File: src/rtl/jtkiwi_arb_pkg.sv
// Shared definitions for the comm-RAM arbiter: FSM states, requester ids,
// grant encodings and the round-robin pick rule.
package jtkiwi_arb_pkg;

  typedef enum logic [1:0] {
    IDLE = 2'd0,
    ACC  = 2'd1,
    DATA = 2'd2
  } state_t;

  typedef enum logic {
    REQ_MAIN = 1'b0,
    REQ_SUB  = 1'b1
  } req_t;

  localparam logic [1:0] GNT_NONE = 2'b00;
  localparam logic [1:0] GNT_MAIN = 2'b01;
  localparam logic [1:0] GNT_SUB  = 2'b10;

  // A tie goes to whichever requester did not win the previous grant.
  function automatic req_t arb_pick(input logic main_pend, input logic sub_pend,
                                    input req_t last);
    if (main_pend && sub_pend) return (last == REQ_MAIN) ? REQ_SUB : REQ_MAIN;
    return sub_pend ? REQ_SUB : REQ_MAIN;
  endfunction

  function automatic logic [1:0] gnt_of(input req_t who);
    return (who == REQ_SUB) ? GNT_SUB : GNT_MAIN;
  endfunction

endpackage

File: src/rtl/jtkiwi_arb_port.sv
// Per-requester side of the arbiter: done flag, registered read data and the
// busy line that stalls the CPU until its single access has been served.
module jtkiwi_arb_port #(
  parameter int DW = 8
) (
  input  logic          clk,
  input  logic          rst_n,
  input  logic          cs,
  input  logic          fin,
  input  logic          rd,
  input  logic [DW-1:0] ram_dout,
  output logic          done,
  output logic [DW-1:0] dout,
  output logic          busy
);

  // NOTE: sequential state uses non-blocking assignments only, so every
  // register samples the pre-edge value of its neighbours.
  always_ff @(posedge clk or negedge rst_n) begin
    if (!rst_n) begin
      done <= 1'b0;
      dout <= '0;
    end else begin
      // done sticks while cs is held, enforcing one access per assertion.
      if (!cs)      done <= 1'b0;
      else if (fin) done <= 1'b1;
      if (fin && rd) dout <= ram_dout;
    end
  end

  // Reset is folded in so a CPU holding cs through reset is not stalled.
  assign busy = cs & ~done & rst_n;

endmodule

File: src/rtl/jtkiwi_shr_arb.sv
// Serialises main and sub CPU accesses onto one single-port 8kB comm RAM,
// round-robin on ties, with a fixed three-cycle service per access.
module jtkiwi_shr_arb
  import jtkiwi_arb_pkg::*;
#(
  parameter int AW = 13,
  parameter int DW = 8
) (
  input  logic          clk,
  input  logic          rst_n,
  input  logic          main_cs,
  input  logic          main_we,
  input  logic [AW-1:0] main_addr,
  input  logic [DW-1:0] main_din,
  output logic [DW-1:0] main_dout,
  output logic          main_busy,
  input  logic          sub_cs,
  input  logic          sub_we,
  input  logic [AW-1:0] sub_addr,
  input  logic [DW-1:0] sub_din,
  output logic [DW-1:0] sub_dout,
  output logic          sub_busy,
  output logic [AW-1:0] ram_addr,
  output logic [DW-1:0] ram_din,
  output logic          ram_we,
  input  logic [DW-1:0] ram_dout,
  output logic [1:0]    gnt
);

  state_t state;
  req_t   last;
  logic   acc_rd;
  logic   main_done, sub_done;
  logic   main_pend, sub_pend;
  logic   main_fin, sub_fin;
  req_t   win;

  assign main_pend = main_cs & ~main_done;
  assign sub_pend  = sub_cs  & ~sub_done;
  assign win       = arb_pick(main_pend, sub_pend, last);

  // Completion only counts if the granted requester still holds cs; an
  // early drop discards the read and leaves done clear.
  assign main_fin = (state == DATA) && (gnt == GNT_MAIN) && main_cs;
  assign sub_fin  = (state == DATA) && (gnt == GNT_SUB)  && sub_cs;

  always_ff @(posedge clk or negedge rst_n) begin
    if (!rst_n) begin
      state    <= IDLE;
      last     <= REQ_SUB;
      acc_rd   <= 1'b0;
      ram_addr <= '0;
      ram_din  <= '0;
      ram_we   <= 1'b0;
      gnt      <= GNT_NONE;
    end else begin
      case (state)
        IDLE: begin
          ram_we <= 1'b0;
          if (main_pend || sub_pend) begin
            if (win == REQ_SUB) begin
              ram_addr <= sub_addr;
              ram_din  <= sub_din;
              ram_we   <= sub_we;
              acc_rd   <= ~sub_we;
            end else begin
              ram_addr <= main_addr;
              ram_din  <= main_din;
              ram_we   <= main_we;
              acc_rd   <= ~main_we;
            end
            gnt   <= gnt_of(win);
            last  <= win;
            state <= ACC;
          end
        end
        ACC: begin
          // The RAM write is issued here and cannot be withdrawn by an abort.
          ram_we <= 1'b0;
          state  <= DATA;
        end
        DATA: begin
          gnt   <= GNT_NONE;
          state <= IDLE;
        end
        default: begin
          ram_we <= 1'b0;
          gnt    <= GNT_NONE;
          state  <= IDLE;
        end
      endcase
    end
  end

  jtkiwi_arb_port #(.DW(DW)) u_main (
    .clk      (clk),
    .rst_n    (rst_n),
    .cs       (main_cs),
    .fin      (main_fin),
    .rd       (acc_rd),
    .ram_dout (ram_dout),
    .done     (main_done),
    .dout     (main_dout),
    .busy     (main_busy)
  );

  jtkiwi_arb_port #(.DW(DW)) u_sub (
    .clk      (clk),
    .rst_n    (rst_n),
    .cs       (sub_cs),
    .fin      (sub_fin),
    .rd       (acc_rd),
    .ram_dout (ram_dout),
    .done     (sub_done),
    .dout     (sub_dout),
    .busy     (sub_busy)
  );

endmodule

File: config.mk
export PLATFORM = sky130hd
export DESIGN_NAME = jtkiwi_shr_arb
export DESIGN_NICKNAME = d
export VERILOG_FILES = /design/src/rtl/jtkiwi_arb_pkg.sv /design/src/rtl/jtkiwi_arb_port.sv /design/src/rtl/jtkiwi_shr_arb.sv
export SDC_FILE = /design/constraint.sdc
export NUM_CORES = 1
export LEC_CHECK = 0
export ABC_AREA = 1
export BUFFER_PORTS_ARGS = -buffer_cell sky130_fd_sc_hd__buf_2
export CORE_MARGIN = 4
export CORE_UTILIZATION = 35
export CTS_BUF_LIST = sky130_fd_sc_hd__clkbuf_4 sky130_fd_sc_hd__clkbuf_8
export CTS_CLUSTER_DIAMETER = 60
export CTS_CLUSTER_SIZE = 30
export DETAILED_ROUTE_END_ITERATION = 10
export PLACE_DENSITY_LB_ADDON = 0.25
export SLEW_MARGIN = 5
export SYNTH_ARGS = -nofsm -noshare
export SYNTH_HDL_FRONTEND = slang
export SYNTH_SLANG_ARGS = --single-unit
File: constraint.sdc
create_clock -name clk -period 2.1 [get_ports clk]
set_input_delay 0.105 -clock clk [delete_from_list [all_inputs] [get_ports clk]]
set_output_delay 0.105 -clock clk [all_outputs]
set_load 0.05 [all_outputs]
## Word level (Yosys, flattened, before mapping)

Cells that the tools add are included.

- Register bits after elaboration: 46
- Output and inout port bits: 42
- Bits of input ports: 56

- Mux-type cells: 20
- Equality and inequality tests: 7
- Reduce and logical (&&, ||, !) cells: 11
- Bitwise gates (word level): 9

Operators with widths:

| kind | count |
|---|---|
| $mux W13 | 1 |
| $mux W1 | 12 |
| $mux W8 | 1 |
| $pmux W2 S2 | 2 |
| $logic_and A1 B1 Y1 | 7 |
| $mux W2 | 3 |
| $not A1 Y1 | 5 |
| $and A1 B1 Y1 | 4 |
| $eq A2 B1 Y1 const B | 2 |
| $eq A2 B2 Y1 const B | 2 |
| $ne A2 B1 Y1 const B | 2 |
| $reduce_and A2 Y1 | 2 |
| $logic_not A2 Y1 | 1 |
| $ne A2 B2 Y1 const B | 1 |
| $pmux W1 S2 | 1 |
| $logic_or A1 B1 Y1 | 1 |

## Depth between registers and ports, before layout

- Depth in word-level cells: 8
- Gate-level depth with buffers: 8
- Depth with buffers taken out: 7

## By module

Synthesis repeated with hierarchy kept, for this count alone.

- Cells, all modules: 285
- Area, all modules: 2230.9 um^2

By module, submodules not included:

| module | times used | cells each | area each (um^2) |
|---|---|---|---|
| jtkiwi_shr_arb | 1 | 203 | 1457.6 |
| jtkiwi_arb_port | 2 | 41 | 386.6 |

## Worst setup path after synthesis

Ideal clock, no wire load.

- Path type: register -> register
- Start: register gnt[1]
- End: register u_sub.dout[6]
- Stages on the path, launching flop included: 7
- Required time: 1980 ps
- Setup slack: 682 ps
- Buffers on the path: 1
- Arrival: 1298 ps
- Cell sequence: dfrtp_1 -> nand3_1 -> nor2_2 -> nand2_2 -> buf_6 -> nand2_1 -> o21ai_2

- Longest elaborated chain between the ends: 4

RTL lines:

| what | RTL line | RTL |
|---|---|---|
| start, declared | jtkiwi_shr_arb.sv:27 | `output logic [1:0] gnt` |
| start signal, assigned | jtkiwi_shr_arb.sv:72 | `gnt <= gnt_of(win);` |
| $eq A2 B2 Y1 | jtkiwi_shr_arb.sv:45 | `assign sub_fin = (state == DATA) && (gnt == GNT_SUB) && sub_cs;` |
| $logic_and A1 B1 Y1 (2 in a row) | jtkiwi_shr_arb.sv:45 |  |
| $logic_and A1 B1 Y1 | jtkiwi_arb_port.sv:27 | `if (fin && rd) dout <= ram_dout;` |
| end signal, assigned | jtkiwi_arb_port.sv:27 |  |
| end, declared | jtkiwi_arb_port.sv:13 | `output logic [DW-1:0] dout,` |

No other way between the ends.
A chain may end at the register's enable or synchronous reset.

## Final worst setup path

- Start: register u_sub.done
- End: register ram_addr[1]

- Longest elaborated chain between the ends: 6

RTL lines:

| what | RTL line | RTL |
|---|---|---|
| start, declared | jtkiwi_arb_port.sv:12 | `output logic done,` |
| start signal, assigned | jtkiwi_arb_port.sv:21 | `done <= 1'b0;` |
| start signal, assigned | jtkiwi_arb_port.sv:25 | `if (!cs) done <= 1'b0;` |
| start signal, assigned | jtkiwi_arb_port.sv:26 | `else if (fin) done <= 1'b1;` |
| $not A1 Y1 * | jtkiwi_shr_arb.sv:39 | `assign sub_pend = sub_cs & ~sub_done;` |
| $and A1 B1 Y1 * | jtkiwi_shr_arb.sv:39 |  |
| $logic_and A1 B1 Y1 | jtkiwi_arb_pkg.sv:23 | `if (main_pend && sub_pend) return (last == REQ_MAIN) ? REQ_SUB : REQ_MAIN;` |
| $mux W1 | jtkiwi_arb_pkg.sv:23 |  |
| $mux W1 | jtkiwi_arb_pkg.sv:24 | `return sub_pend ? REQ_SUB : REQ_MAIN;` |
| $mux W13 | jtkiwi_shr_arb.sv:61 | `if (win == REQ_SUB) begin` |
| end signal, assigned | jtkiwi_shr_arb.sv:62 | `ram_addr <= sub_addr;` |
| end signal, assigned | jtkiwi_shr_arb.sv:67 | `ram_addr <= main_addr;` |
| end, declared | jtkiwi_shr_arb.sv:23 | `output logic [AW-1:0] ram_addr,` |

Every way passes the cells marked *; elsewhere a longest branch is shown, timed or not.

==> summary.md <==
| Metric | Value |
|---|---|
| Met3 Track Usage GR | `3.39%` |
| Chip height | `87.7 microns` |
| Worst-path cell chain | `nor2_4 -> nand2_2 -> nand2_1 -> nand2_1 -> nand2_1 -> nand2_1` |
| Cells after Synth | `273` |
| Post-route setup TNS | `0 ns` |
| Core footprint | `6030 sq um` |
| Die extent in x | `87.7 microns` |
| Reg2Reg Setup Slack | `0.63 ns` |
| Setup ws final | `0.630 ns` |
| First-pass GRT wire length | `9490 microns` |
| Die ar. | `7690 sq um` |
| Leak | `1.69 nW` |
| Power Total | `4.67 mW` |
| GR Util met2 | `24.0%` |
| Cts bufs inserted | `5` |
| Post-DR vias/cell | `4.53` |
| Peak VDD IR | `0.826 mV` |
| CTS resizes | `0` |
| Dpl cells | `437` |
| Startpoint Class | `flip-flop` |
| Critical path fanouts, max | `24` |
| Gpl congestion | `0.875` |
| # rows | `28` |
| Post-Syn Area | `2220 sq um` |
| Crit path DAT | `1.66 ns` |
| Htree depth | `2` |
| Number of setup buffers added after CTS | `0` |
| IO Count | `98` |
| Count leader, synth | `nand2_1` |
| Diodes inserted | `0` |
| Initial core utilization | `36.9%` |
| Final hold vios | `0` |
| F_max | `680 MHz` |
| Commonest cells in the netlist | `137 x nand2_1, 45 x dfrtp_1, 26 x nand3_1` |
| Pwr/cell area | `1640 nW/um^2` |
| CTS tree | `done` |
| Yosys cell types | `20` |
| Largest net degree at the start of global routing | `47` |
| Critical Path RT | `2.29 ns` |
| Largest cells by area after synthesis | `dfrtp_1 51%, nand2_1 23%, o21ai_2 6.3%` |
| Yosys top cell area share | `50.7%` |
| Final setup viols | `0` |
| Routed len/inst | `13.0 microns` |
| Grt peak-use layer | `met2` |
| Clock sink count | `46` |
| Placed wire-length estimate | `4220 microns` |
| Ys Warns | `0` |
| CP endpoint kind | `flip-flop` |
| Final cell count without fillers | `446` |
| GRT Total Usage | `15.7%` |
| Sequential area share after synthesis | `51.9%` |
| Crit path time final | `1.47 ns` |
| Cell mode on critical path | `nand2_1` |
| Tightest Pin Transition | `0.602 ns` |
| DRC viols | `0` |
| Routed Wire Length | `5820 microns` |
| Syn Nets | `329` |
| Post-synth EDFFs | `0` |
| Post-Place Cell Area | `2730 sq um` |
| Hold Path Class | `in -> reg` |
| Worst Path Buf+Inv | `0` |
| Share of post-route cells with drive strength above 1 | `37.2%` |
| Pre-CTS WS | `0.607 ns` |
| Slowest cell on the critical path | `dfrtp_1` |
| Final period util | `70.0%` |
| Run status | `completed` |
| Number of routed nets with antenna violations | `0` |
| DRT iter0 DRCs | `86` |
| Layout Nets | `426` |
| CTS root buffer | `clkbuf_8` |
| Gr ovfl total | `0` |
| Asr flop ratio synth | `100%` |
| Worst-path clk slew | `0.09 ns` |
| M1 GR Usage | `22.5%` |
| Post-synth top area cell | `dfrtp_1` |
| I/O Buffers | `97` |
| Clock Latency Late Sink | `0.29 ns` |
| Worst rel slew slack | `59.8%` |
| Vias in the first global route | `1927` |
| Crit path max-delay family | `simple AND/OR/NAND/NOR gates` |
| Final instance area | `2850 sq um` |
| DR pass1 iterations | `4` |
| Primary FF master, synth | `dfrtp_1` |
| CP max stage delay | `0.41 ns` |
| RSZ-0062 raised after global routing | `false` |
| Antenna violations before repair | `0` |
| Clock Tree Buf Depth | `2` |
| Max Cap Viol | `0` |
| Syn Area/Cell | `8.14 sq um` |
| Critical setup path kind | `reg -> reg` |
| Clock Skew | `0.00894 ns` |
| Synthesis-to-finish area growth | `28.4%` |
| Seq cells post-synth | `46` |
| Routed vias | `2020` |
| Slew Limit Fails | `0` |
layout by cell type, fill, tap and decap left out, types with 2 or more instances in the layout:
cell / instances
nor2_1: 3
nand3_1: 26
nand2_2: 5
dfrtp_1: 45
clkbuf_8: 5
buf_2: 97
nand4_1: 2
nor2_2: 3
buf_4: 4
nand2_1: 137
clkbuf_4: 2
inv_1: 15
o21ai_2: 16
inv_2: 2
area by class of cell:
type	count	area, sq um
fillers	612	3170
inverters	17	63.8
clock inverters	1	30.0
repair buffers	102	526
flip-flops and latches	46	1150
multi-input cells	198	903
well taps	75	93.8
clock buffers	7	83.8
power breakdown:
group | internal [mW] | switching (mW) | total (mW)
Clock | 0.382 | 0.284 | 0.666
Combinational | 0.585 | 1.94 | 2.53
Sequential | 1.26 | 0.217 | 1.48
Total | 2.23 | 2.44 | 4.67
cell families (layout without fill, tap and decap cells):
group / count (synthesis) / count (layout) / share of synthesized area [%]
flip-flops: 46 / 46 / 51.9
buffers and inverters: 29 / 127 / 7.49
AO/OA/AOI/OAI: 19 / 19 / 7.04
AND/OR/NAND/NOR: 179 / 179 / 33.6
what timing repair did:
action	in CTS	in global routing
hold buffers	1	0
hold endpoints to repair	36	0
endpoints found under the setup margin	0	0
stage by stage:
| step | utilization (%) | hold slack [ns] |
|---|---|---|
| finish | 47.3 | 0.0852 |
| global route | 47.3 | 0.0939 |
| CTS | 47.3 | 0.0796 |
| detailed placement | 45.3 | 0.312 |
| global placement | 45.3 | 0.319 |
| floorplan | - | -0.191 |
routing by layer:
| metal | share of wire [%] | routed length, microns |
|---|---|---|
| met1 | 47 | 2750 |
| met2 | 45 | 2610 |
| met3 | 7.1 | 415 |
| met4 | 0.69 | 40 |
| met5 | 0 | 0 |
sequential cells by signal, summed over array words and instances (netlist names):
name	flops
last	1
u_sub.dout	8
u_main.dout	8
u_sub.done	1
acc_rd	1
state	2
ram_din	8
gnt	2
ram_addr	13
u_main.done	1
ram_we	1
path summary, 6_finish.rpt:
check                                        start                   endpoint  cells after the start
max                         u_sub.done$_DFFE_PN0P_    ram_addr[1]$_DFFE_PN0P_                      6
min                                    ram_dout[6]  u_sub.dout[6]$_DFFE_PN0P_                      3
max reg2reg                 u_sub.done$_DFFE_PN0P_    ram_addr[1]$_DFFE_PN0P_                      6
min reg2reg                ram_addr[6]$_DFFE_PN0P_    ram_addr[6]$_DFFE_PN0P_                      2
max in group asynchronous                    rst_n     ram_din[4]$_DFFE_PN0P_                      3
min in group asynchronous                    rst_n    ram_addr[3]$_DFFE_PN0P_                      3
worst min-delay path, cell delays in order:
cell,delay (ns)
buf_2,0.07
inv_1,0.05
o21ai_2,0.12
Power figures use the tool's default switching activity.
